`src/rtl/uart_tx.sv`:
```
// 8N1 UART transmitter: LSB first, line idles high. A small input FIFO feeds
// the shifter so frames go out back-to-back with no idle gap between them.
module uart_tx #(
  parameter int CLK_FRE    = 50,
  parameter int UART_RATE  = 115200,
  parameter int FIFO_DEPTH = 4
) (
  input  logic       clk,
  input  logic       rst,
  input  logic       send_en,
  input  logic [7:0] send_data,
  output logic       send_ready,
  output logic       tx_busy,
  output logic       tx_pin
);

  localparam int BIT_CYC = (CLK_FRE * 1000000) / UART_RATE;
  localparam int CNT_W   = (BIT_CYC > 1) ? $clog2(BIT_CYC) : 1;
  localparam int PTR_W   = $clog2(FIFO_DEPTH);
  localparam int CNTF_W  = PTR_W + 1;

  localparam logic [CNT_W-1:0]  BIT_LAST = CNT_W'(BIT_CYC - 1);
  localparam logic [CNTF_W-1:0] FULL     = CNTF_W'(FIFO_DEPTH);

  typedef enum logic [1:0] {IDLE, START, DATA, STOP} state_t;

  state_t              state_q, state_d;
  logic [CNT_W-1:0]    bit_cnt_q, bit_cnt_d;
  logic [2:0]          bit_idx_q, bit_idx_d;
  logic [7:0]          shift_q, shift_d;
  logic [7:0]          mem_q [FIFO_DEPTH];
  logic [7:0]          mem_d [FIFO_DEPTH];
  logic [PTR_W-1:0]    wr_ptr_q, wr_ptr_d;
  logic [PTR_W-1:0]    rd_ptr_q, rd_ptr_d;
  logic [CNTF_W-1:0]   count_q, count_d;
  logic                send_ready_q, send_ready_d;
  logic                tx_busy_q, tx_busy_d;
  logic                tx_pin_q, tx_pin_d;

  logic push;
  logic pop;
  logic bit_done;

  always_comb begin
    push      = send_en && send_ready_q;
    pop       = 1'b0;
    bit_done  = (bit_cnt_q == BIT_LAST);
    state_d   = state_q;
    bit_cnt_d = bit_cnt_q;
    bit_idx_d = bit_idx_q;
    shift_d   = shift_q;
    tx_pin_d  = 1'b1;

    // tx_pin is derived from the current state, so the line lags the FSM by
    // exactly one clock while every bit keeps its full BIT_CYC width.
    case (state_q)
      IDLE: begin
        tx_pin_d = 1'b1;
        if (count_q != '0) begin
          pop       = 1'b1;
          shift_d   = mem_q[rd_ptr_q];
          bit_cnt_d = '0;
          state_d   = START;
        end
      end
      START: begin
        tx_pin_d = 1'b0;
        if (bit_done) begin
          bit_cnt_d = '0;
          bit_idx_d = '0;
          state_d   = DATA;
        end else begin
          bit_cnt_d = bit_cnt_q + CNT_W'(1);
        end
      end
      DATA: begin
        tx_pin_d = shift_q[0];
        if (bit_done) begin
          bit_cnt_d = '0;
          shift_d   = {1'b0, shift_q[7:1]};
          bit_idx_d = bit_idx_q + 3'd1;
          if (bit_idx_q == 3'd7) begin
            state_d = STOP;
          end
        end else begin
          bit_cnt_d = bit_cnt_q + CNT_W'(1);
        end
      end
      STOP: begin
        tx_pin_d = 1'b1;
        if (bit_done) begin
          bit_cnt_d = '0;
          if (count_q != '0) begin
            pop     = 1'b1;
            shift_d = mem_q[rd_ptr_q];
            state_d = START;
          end else begin
            state_d = IDLE;
          end
        end else begin
          bit_cnt_d = bit_cnt_q + CNT_W'(1);
        end
      end
      default: begin
        state_d = IDLE;
      end
    endcase

    mem_d = mem_q;
    if (push) begin
      mem_d[wr_ptr_q] = send_data;
    end
    wr_ptr_d = push ? (wr_ptr_q + PTR_W'(1)) : wr_ptr_q;
    rd_ptr_d = pop  ? (rd_ptr_q + PTR_W'(1)) : rd_ptr_q;

    case ({push, pop})
      2'b10:   count_d = count_q + CNTF_W'(1);
      2'b01:   count_d = count_q - CNTF_W'(1);
      default: count_d = count_q;
    endcase

    send_ready_d = (count_d != FULL);
    tx_busy_d    = (state_q != IDLE) || (count_q != '0);
  end

  always_ff @(posedge clk) begin
    if (rst) begin
      state_q      <= IDLE;
      bit_cnt_q    <= '0;
      bit_idx_q    <= '0;
      shift_q      <= '0;
      mem_q        <= '{default: '0};
      wr_ptr_q     <= '0;
      rd_ptr_q     <= '0;
      count_q      <= '0;
      send_ready_q <= 1'b1;
      tx_busy_q    <= 1'b0;
      tx_pin_q     <= 1'b1;
    end else begin
      state_q      <= state_d;
      bit_cnt_q    <= bit_cnt_d;
      bit_idx_q    <= bit_idx_d;
      shift_q      <= shift_d;
      mem_q        <= mem_d;
      wr_ptr_q     <= wr_ptr_d;
      rd_ptr_q     <= rd_ptr_d;
      count_q      <= count_d;
      send_ready_q <= send_ready_d;
      tx_busy_q    <= tx_busy_d;
      tx_pin_q     <= tx_pin_d;
    end
  end

  assign send_ready = send_ready_q;
  assign tx_busy    = tx_busy_q;
  assign tx_pin     = tx_pin_q;

endmodule

```
`config.mk`:
```
export PLATFORM = sky130hd
export DESIGN_NAME = uart_tx
export DESIGN_NICKNAME = d
export VERILOG_FILES = /design/src/rtl/uart_tx.sv
export SDC_FILE = /design/constraint.sdc
export NUM_CORES = 1
export LEC_CHECK = 0
export BUFFER_PORTS_ARGS = -buffer_cell sky130_fd_sc_hd__buf_2
export CAP_MARGIN = 20
export CORE_ASPECT_RATIO = 1.5
export CORE_MARGIN = 10
export CORE_UTILIZATION = 25
export DETAILED_ROUTE_END_ITERATION = 16
export SLEW_MARGIN = 20
export SYNTH_ARGS = -nofsm -noshare
export SYNTH_HDL_FRONTEND = slang
export SYNTH_SLANG_ARGS = --single-unit
```
`constraint.sdc`:
```
create_clock -name clk -period 3.3 [get_ports clk]
set_input_delay 0.66 -clock clk [delete_from_list [all_inputs] [get_ports clk]]
set_output_delay 0.66 -clock clk [all_outputs]
set_load 0.02 [all_outputs]
```
# Word level (Yosys, flattened, before mapping)
# Index checks and enable logic that the tools add are counted.
# op_classes
add_sub_neg,6
n_lt_le_gt_ge,3
n_eq_ne,13
n_mux,28
n_bitwise,2
reduce_logical,13
# ops
cell,n
8-bit two-way mux,6
32-bit bitwise mux,1
8-bit case mux with 3 select lines,1
9-bit two-way mux,2
9-bit case mux with 2 select lines,1
8-bit binary-select mux with 2-bit select,1
8-bit demux with 2-bit select,1
3-bit case mux with 2 select lines,2
2-bit two-way mux,5
2-bit != test (second input constant),5
9-bit by 1-bit adder with 9-bit output (second input constant),1
9-bit == test (second input constant),1
2-bit case mux with 4 select lines,1
3-bit by 1-bit adder with 3-bit output (second input constant),2
2-bit == test (second input constant),3
3-bit greater-or-equal comparator (second input constant),2
3-bit two-way mux,2
2-bit NOT with 3-bit output,2
3-bit AND reduction,2
3-bit nonzero test,2
5-bit AND reduction,1
2-bit by 1-bit adder with 2-bit output (second input constant),2
2-bit by 1-bit == test with 1-bit output (second input constant),2
2-bit nonzero test,2
12 further kinds,15
# totals
regBits,64
input_bits,11
output_inout_bits,3
word_cells,79

# Depth between registers and ports, before layout
# Gate-level depths: netlist of run 1.
# logic_depth
word_depth,7
mapped_depth,12
mapped_depth_nobuf,12

# Worst setup path before layout of run 1
# No wires, ideal clock.
# synth_timing
path_kind,reg-to-reg
start,register bit_cnt_q[0]
end,"register send_ready_q, in the netlist send_ready"
setup_time_ns,0.119
t_arrival_ns,2.366
required_ns,3.181
setup_slack_ns,0.815
stages_incl_launch_ff,12
n_path_buf,0
synth_period_minus_slack_ns,2.485
cell_sequence,dfxtp_1 ha_1 and4_1 a31oi_1 nor3_2 ha_1 inv_1 fa_1 xor2_1 or3_1 a21oi_1 nand2_1
# synth_between
elab_chain_len,6
word_cells_on_any_way,7
# synth_lines
item,line,rtl
from (decl),28,"logic [CNT_W-1:0] bit_cnt_q, bit_cnt_d;"
from (signal assigned),141,bit_cnt_q <= bit_cnt_d;
9-bit == test *,47,bit_done = (bit_cnt_q == BIT_LAST);
1-bit two-way mux *,91,if (bit_done) begin
1-bit case mux with 2 select lines *,56,case (state_q)
via pop,41,logic pop;
2-bit by 1-bit == test with 1-bit output / 2-bit == test (equally long branches),116,"case ({push, pop})"
3-bit case mux with 2 select lines *,116,
3-bit != test *,122,send_ready_d = (count_d != FULL);
to (signal assigned),148,send_ready_q <= send_ready_d;
to (decl),36,"logic send_ready_q, send_ready_d;"
# Mark *: on every way through the listed nets, which the timed path passes. The rest lies on a longest branch.
# A chain may end at the register's enable or synchronous reset.

# Worst setup path in the final report of run 1
# Same ends and word-level chain as after synthesis.

==> impl_metrics.ini, run 1 <==
[status]
status = completed

[drt]
drtAntennaViolNets = 0
avgRoutedWirePerCell_um = 13.7
drt_iter0_drc = 195
viasPerCell = 4.83
drtPass1Iterations = 4
totalWireLength_um = 7080
num_vias = 2486
drc_errors = 0

[grt]
track_usage = 0.0851
grt_pass1_wl_um = 12000
busiest_layer = met2
grt_max_degree = 55
grt.met2_usage = 0.145
gr-total-overflow = 0
antenna_found_initial = 0
grt_use_met3 = 0.0196
grt_pass1_vias = 2457
use_met1 = 0.0922

[clock_tree]
worstSkewPairLatency_ps = 330
cts-resized-gates = 0
cts_made_buffers = 9
htreeDepth = 3
cts_tree = built
clock-sinks = 64
cts_setup_buffers = 0
root_buffer = clkbuf_16
cts_buffer_depth = 2
cts.clk_slew.worst_paths_ps = 50
cts_hold_buffers = 0

[critical_path]
crit-reg2reg-launch = bit_cnt_q[0]$_SDFFE_PP0P_
required_ps = 3510
path_class = flip-flop to flip-flop
cp-start-kind = flip-flop
rrSetupSlack_ps = 510
worstPathMaxFanout = 4
cp-end-kind = flip-flop
cp.arrival_ps = 3000
crit_path_start = bit_cnt_q[0]$_SDFFE_PP0P_

[logic_synthesis]
yosysTopAreaCell = dfxtp_1
synth_area_mm2 = 0.00308
syn_nets = 377
syn_area_per_cell_um2 = 8.79
synth-seq-cells = 64
yosysUniqueCellTypes = 46
ys_seq_area_frac = 0.417
async_flop_share = 0
yosys_warnings = 0
synth_area_leaders = dfxtp_1 (42%), nand2_1 (7.3%), a21oi_1 (7.0%)
synth_top_area_share = 0.417
synth_cells = 350
synthFlopType = dfxtp_1
synth_edf_count = 0

[timing]
skew_ps = 5.51
worst_pin_slew_ps = 780
tns_ps = 0
rsz0062_at_grt = no
slew_viol_final = 0
fin_crit_sh = 0.846
hold_viol = 0
setup_viol = 0
min_period_ps = 2790
clock.fmax_ghz = 0.358
slew_headroom = 0.478

[final_layout]
fin_area_mm2 = 0.00354
final_cell_mix = dfxtp_1 (64), nand2_1 (60), a21oi_1 (43)
drive_above_1_share = 0.141
nFillCells = 1298
area_delta_synth_final_pct = 15.1
final_common_cell = dfxtp_1
n_antenna_cell = 0
nets = 384

[die]
die_w_um = 111
io_pins = 14
die_h_um = 156
rows = 49
core_area_mm2 = 0.0120
start_util = 0.256
dieArea_mm2 = 0.0172

[placed_design]
placed_area_mm2 = 0.00327
gp_congestion = 0.790
hpwlAfterDp_um = 4840
port_buffers = 13

[pwr]
cellLeakagePower_nw = 1.27
irDropWorstVdd_mv = 0.295
powerDensity_mw_per_mm2 = 752

[job]
cap_viol_max_count = 0

[min_path]
min-delay-start = mem_q[1]$_SDFFE_PP0P_
hp-class = flip-flop to flip-flop
per-layer routing:
layer	wire length, um	share of wire	up-vias
met3	206	0.029	15
met2	3590	0.51	40
met4	254	0.036	0
met1	3030	0.43	1185
met5	0	0	-
li1	-	-	1246
worst max-delay path, cell delays in order, from the launching register on:
cell	delay, ps
dfxtp_1	390
ha_1	180
and4_1	270
a31oi_1	160
nor3_2	260
ha_1	220
inv_1	60
fa_1	370
xor2_1	160
or3_1	320
a21oi_1	200
nand2_1	80
registers in the layout (all words and copies together) (netlist names):
register / count
bit_idx_q: 3
send_ready: 1
mem_q: 32
shift_q: 8
bit_cnt_q: 9
count_q: 3
tx_pin: 1
rd_ptr_q: 2
state_q: 2
tx_busy: 1
wr_ptr_q: 2
power by group:
part           total, W  internal (W)  switching (W)
logic          0.000843      0.000330       0.000513
registers      0.000968      0.000873      0.0000956
clock network  0.000850      0.000523       0.000327
total           0.00266       0.00173       0.000936
cell usage after synthesis, types with 3 or more instances:
cell type  number
ha_1           15
nor2_1         18
a311oi_1        3
nor4b_2         3
mux2i_1        10
nand3_1        38
mux4_2          8
a31oi_1         3
a21oi_1        43
nand2_1        60
dfxtp_1        64
inv_1          11
or3_1           5
clkbuf_1       16
o21ai_0         8
o22ai_1         7
logic make-up after synthesis:
group | synth area share
compound gates | 0.144
xor+xnor | 0.00855
fa+ha+maj | 0.0675
buf+inv | 0.0411
flops | 0.417
mux | 0.0985
simple gates | 0.223
stage by stage:
step           power (W)  hold slack (ps)  utilization  worst slack, ps  cells
4_1_cts          0.00269              454        0.295              512    515
3_5_place_dp     0.00183              447        0.272              546    499
5_1_grt          0.00285              467        0.295              263    515
2_1_floorplan    0.00163              433            -              815    350
3_3_place_gp     0.00182              438        0.272              642    499
6_report         0.00266              452        0.295              507    515
cell type report:
| cell class | instances | area, um^2 | share of cell area |
|---|---|---|---|
| sequential | 64 | 1280 | 0.362 |
| clock inverter | 4 | 20.0 | 0.00566 |
| tap | 153 | 191 | 0.0541 |
| timing repair buffer | 16 | 87.6 | 0.0247 |
| inverter | 12 | 45.0 | 0.0127 |
| multi-input combinational | 254 | 1670 | 0.471 |
| clock buffer | 12 | 246 | 0.0696 |
path summary, 6_finish.rpt:
kind                                              end  cells past startpoint
worst max register to register  send_ready$_SDFF_PP1_                     11
worst min-delay path            mem_q[1]$_SDFFE_PP0P_                      2
worst max-delay path            send_ready$_SDFF_PP1_                     11
worst min register to register  mem_q[1]$_SDFFE_PP0P_                      2
No activity file was read; power rests on OpenSTA's default activity.
==> run 2, diff against run 1 <==
- clock period: 3.3 -> 2.7 ns (I/O delays scaled with it)
==> run 2 against run 1 <==
Effect of this change: sequential power rose by 22%; largest power group unchanged; critical endpoint unchanged; critical path depth rose by 1; die area did not move; sequential share of layout area fell by 1.3 points; clock-buffer cell count did not move; core utilization rose by 1.1 points; total power rose by 29%.
==> impl_metrics.ini, run 2 (synthesized netlist as in run 1, its figures left out) <==
[status]
status = completed

[placed_design]
port_buffers = 13
hpwlAfterDp_um = 5080
gp_congestion = 0.842
dp.cells = 506

[clock_tree]
root_buffer = clkbuf_16
cts.clk_slew.worst_paths_ps = 50
htreeDepth = 3
clock-sinks = 64
cts_hold_buffers = 0
cts_tree = built
cts_buffer_depth = 2
worstSkewPairLatency_ps = 340
cts_made_buffers = 9

[drt]
drt_iter0_drc = 182
viasPerCell = 4.81
drc_errors = 0
avgRoutedWirePerCell_um = 14.0
totalWireLength_um = 7340
drtAntennaViolNets = 0
drtPass1Iterations = 4
num_vias = 2519

[critical_path]
rrSetupSlack_ps = 140
r2r-end = send_ready$_SDFF_PP1_
worstPathMaxFanout = 3
cp-start-kind = flip-flop
cp-end-kind = flip-flop
reg2reg_depth = 12
cp.arrival_ps = 2780
required_ps = 2920
crit_path_start = bit_cnt_q[1]$_SDFFE_PP0P_
path_class = flip-flop to flip-flop
endpoint = send_ready$_SDFF_PP1_
crit-reg2reg-launch = bit_cnt_q[1]$_SDFFE_PP0P_

[min_path]
hp-class = flip-flop to flip-flop

[timing]
slew_headroom = 0.546
skew_ps = 7.04
whs_ps = 454
hold_viol = 0
slew_viol_final = 0
setup_viol = 0
min_period_ps = 2560
clock.fmax_ghz = 0.390
worst_pin_slew_ps = 680
tns_ps = 0
fin_crit_sh = 0.949

[grt]
track_usage = 0.0875
grt_pass1_vias = 2636
gr-total-overflow = 0
grt_pass1_wl_um = 12400
grt_max_degree = 55
antenna_found_initial = 0

[final_layout]
n_antenna_cell = 0
final_common_cell = dfxtp_1
final_cell_mix = dfxtp_1 (63), nand2_1 (60), a21oi_1 (42)
nFillCells = 1294
drive_above_1_share = 0.186
top_register = mem_q
largest_reg_flops = 32
nets = 393
area_delta_synth_final_pct = 19.4
reg_top3 = mem_q: 32 flops, bit_cnt_q: 9 flops, shift_q: 8 flops
utilization = 0.306
final_cell_count_no_fill = 524

[die]
die_h_um = 156
io_pins = 14
die_w_um = 111
start_util = 0.256
core_area_mm2 = 0.0120
dieArea_mm2 = 0.0172
rows = 49

[pwr]
switching_share = 0.349
cellLeakagePower_nw = 1.32
powerDensity_mw_per_mm2 = 933
seq_power_share = 0.345
fin_total_pwr_w = 0.00343
p_int_w = 0.00223
p_comb_frac = 0.330
p_switching_w = 0.00120
p_clk_frac = 0.325
irDropWorstVdd_mv = 0.401

[job]
cap_viol_max_count = 0
-- run 2: layout make-up --
| cell class | count | area, um^2 | share of cell area |
|---|---|---|---|
| clock inverters | 4 | 27.5 | 0.00749 |
| well taps | 153 | 191 | 0.0521 |
| flip-flops and latches | 64 | 1280 | 0.349 |
| inverters | 12 | 45.0 | 0.0123 |
| multi-input cells | 254 | 1710 | 0.464 |
| clock buffers | 12 | 267 | 0.0725 |
| repair buffers | 25 | 155 | 0.0422 |
-- run 2: critical path, cell delays in order (launching register included) --
cell     delay (ps)
dfxtp_1         320
inv_1            70
ha_2            180
and4_4          250
a31oi_4         100
nor3_2          240
ha_2            210
inv_1            50
fa_2            330
xor2_1          160
or3_1           320
a21oi_2         140
nand2_1          70
-- run 2: power groups by stage --
stage | Combinational, W | Clock (W) | Sequential, W
detailed placement | 0.00108 | 0 | 0.00120
global route | 0.00128 | 0.00117 | 0.00120
floorplan | 0.000815 | 0 | 0.00117
global placement | 0.00106 | 0 | 0.00119
CTS | 0.00108 | 0.00113 | 0.00118
finish | 0.00113 | 0.00112 | 0.00118
-- run 2: how the worst min path moves through the flow --
stage,end,from,cells past startpoint
6_report,mem_q[24]$_SDFFE_PP0P_,mem_q[24]$_SDFFE_PP0P_,2
3_3_place_gp,mem_q[30]$_SDFFE_PP0P_,mem_q[30]$_SDFFE_PP0P_,2
2_1_floorplan,mem_q[10]$_SDFFE_PP0P_,mem_q[10]$_SDFFE_PP0P_,2
5_1_grt,mem_q[5]$_SDFFE_PP0P_,mem_q[5]$_SDFFE_PP0P_,2
4_1_cts,mem_q[17]$_SDFFE_PP0P_,mem_q[17]$_SDFFE_PP0P_,2
3_5_place_dp,mem_q[17]$_SDFFE_PP0P_,mem_q[17]$_SDFFE_PP0P_,2
-- run 2: layer usage --
| metal | track usage | vias up | wire [um] |
|---|---|---|---|
| li1 | - | 1269 | - |
| met1 | 0.0882 | 1196 | 3020 |
| met2 | 0.161 | 39 | 3900 |
| met3 | 0.0219 | 15 | 227 |
| met4 | 0.0485 | 0 | 193 |
| met5 | 0 | - | 0 |
-- run 2: what timing repair did --
action,in CTS,in global routing
gates resized for setup,0,9
buffers inserted,0,2
endpoints found under the setup margin,0,2
-- run 2: stage by stage --
step,setup slack (ps),instance area [um^2]
2_1_floorplan,215,3080
3_3_place_gp,115,3330
3_5_place_dp,40.8,3330
4_1_cts,15.7,3620
5_1_grt,-37.1,3670
6_report,137,3670
==> run 3, diff against run 2 <==
==> constraint.sdc (replaced) <==
create_clock -name clk -period 2.7 [get_ports clk]
set_input_delay 0.27 -clock clk [delete_from_list [all_inputs] [get_ports clk]]
set_output_delay 0.27 -clock clk [all_outputs]
set_load 0.02 [all_outputs]
==> run 3 against run 2 <==
Effect of this change: clock power up 4%; final cell count down 0.19%; sequential power about the same; critical path depth unchanged; critical path type unchanged.
==> impl_metrics.ini, run 3 (synthesized netlist as in run 1, its figures left out) <==
[status]
status = completed

[final_layout]
utilization = 0.305
top_register = mem_q
fin_area_mm2 = 0.00366
area_delta_synth_final_pct = 19.2
n_antenna_cell = 0
nets = 394
final_cell_mix = dfxtp_1 (63), nand2_1 (60), a21oi_1 (42)
drive_above_1_share = 0.184
largest_reg_flops = 32
reg_top3 = mem_q: 32 flops, bit_cnt_q: 9 flops, shift_q: 8 flops
final_common_cell = dfxtp_1

[job]
cap_viol_max_count = 0

[timing]
fin_crit_sh = 0.964
tns_ps = 0
setup_viol = 0
min_period_ps = 2600
fin_ws_ps = 96.1
slew_viol_final = 0
skew_ps = 5.09
clock.fmax_ghz = 0.384
worst_pin_slew_ps = 655
hold_viol = 0
slew_headroom = 0.563
whs_ps = 223

[critical_path]
required_ps = 2920
crit-reg2reg-launch = bit_cnt_q[1]$_SDFFE_PP0P_
rrSetupSlack_ps = 100
cp.arrival_ps = 2820
cp-start-kind = flip-flop
r2r-end = send_ready$_SDFF_PP1_
cp-end-kind = flip-flop
path_class = flip-flop to flip-flop
crit_path_start = bit_cnt_q[1]$_SDFFE_PP0P_
endpoint = send_ready$_SDFF_PP1_
worstPathMaxFanout = 3
reg2reg_depth = 12
slowest_stage = or3_1
crit_chain = inv_1 > ha_2 > and4_4 > a31oi_2 > nor3_2 > ha_2 > inv_1 > fa_2 > xor2_1 > or3_1 > a21oi_2 > nand2_1
slowest_delay_ps = 340

[grt]
track_usage = 0.0873
grt_pass1_wl_um = 12300
gr-total-overflow = 0
antenna_found_initial = 0
grt_max_degree = 55
grt_pass1_vias = 2537

[clock_tree]
cts_buffer_depth = 2
cts_made_buffers = 9
clock-sinks = 64
cts_tree = built
worstSkewPairLatency_ps = 330
cts.clk_slew.worst_paths_ps = 50
root_buffer = clkbuf_16
htreeDepth = 3

[drt]
avgRoutedWirePerCell_um = 14.1
drtAntennaViolNets = 0
totalWireLength_um = 7390
viasPerCell = 4.87
drtPass1Iterations = 4
drt_iter0_drc = 146
num_vias = 2549
drc_errors = 0

[die]
rows = 49
io_pins = 14
start_util = 0.256
core_area_mm2 = 0.0120
die_h_um = 156
dieArea_mm2 = 0.0172
die_w_um = 111

[pwr]
p_clk_frac = 0.332
seq_power_share = 0.339
p_comb_frac = 0.329
p_switching_w = 0.00120
powerDensity_mw_per_mm2 = 952
irDropWorstVdd_mv = 0.551
cellLeakagePower_nw = 1.33
p_int_w = 0.00229
switching_share = 0.343

[placed_design]
place_ws_ps = 12.4
port_buffers = 13
gp_congestion = 0.818
placed_area_mm2 = 0.00333
hpwlAfterDp_um = 5110

[min_path]
hp-class = input pin to flip-flop
-- run 3: cell count changes in the layout (fill, tap and decap cells not counted), sizes merged --
cell and change:
bufinv +1, clkinvlp -2, clkbuf -1, buf +1
-- run 3: metrics by stage --
step / instances / total power, W
floorplan: 350 / 0.00199
global placement: 506 / 0.00225
detailed placement: 506 / 0.00229
CTS: 521 / 0.00348
global route: 523 / 0.00370
finish: 523 / 0.00349
-- run 3: worst min path at each step --
stage                                      start  cells after the start  slack [ps]                     end
final                               send_data[7]                      3         220   mem_q[7]$_SDFFE_PP0P_
after detailed placement  mem_q[25]$_SDFFE_PP0P_                      2         450  mem_q[25]$_SDFFE_PP0P_
after global placement    mem_q[22]$_SDFFE_PP0P_                      2         440  mem_q[22]$_SDFFE_PP0P_
after floorplan                     send_data[0]                      2         420   mem_q[0]$_SDFFE_PP0P_
after global routing                send_data[0]                      3         230  mem_q[24]$_SDFFE_PP0P_
after CTS                           send_data[5]                      3         210  mem_q[13]$_SDFFE_PP0P_
-- run 3: cell type report --
class | instances | area [um^2]
clock buffers | 11 | 253
clock inverters | 3 | 42.5
fillers | 1307 | 8350
inverters | 12 | 45.0
multi-input cells | 254 | 1690
flip-flops and latches | 64 | 1280
well taps | 153 | 191
repair buffers | 26 | 163
-- run 3: power by group through the flow --
stage          combinational (W)  clock, W  sequential (W)
2_1_floorplan           0.000815         0         0.00117
3_3_place_gp             0.00106         0         0.00120
3_5_place_dp             0.00108         0         0.00120
4_1_cts                  0.00112   0.00118         0.00118
5_1_grt                  0.00127   0.00122         0.00120
6_report                 0.00115   0.00116         0.00118
-- run 3: timing repair --
action | in CTS | in global routing
resized for setup | 2 | 5
hold buffers | 0 | 0
buffers inserted | 1 | 2
pin swaps | 2 | 3
endpoints found under the setup margin | 1 | 2
cloned | 0 | 0
-- run 3: worst max-delay path, delay by kind of cell, from the launching register on --
family	cells	cell delay, ps
AO/OA/AOI/OAI	2	280
XOR/XNOR	1	160
adder cells (fa/ha/maj)	3	730
buffers and inverters	2	120
flip-flops	1	310
AND/OR/NAND/NOR	4	890
-- run 3: metal layers --
layer | global-route usage | vias up | part of all wire | wire length, um
li1 | - | 1271 | - | -
met1 | 0.0903 | 1223 | 0.42 | 3080
met2 | 0.156 | 43 | 0.53 | 3890
met3 | 0.0227 | 12 | 0.031 | 226
met4 | 0.0498 | 0 | 0.027 | 199
met5 | 0 | - | 0 | 0
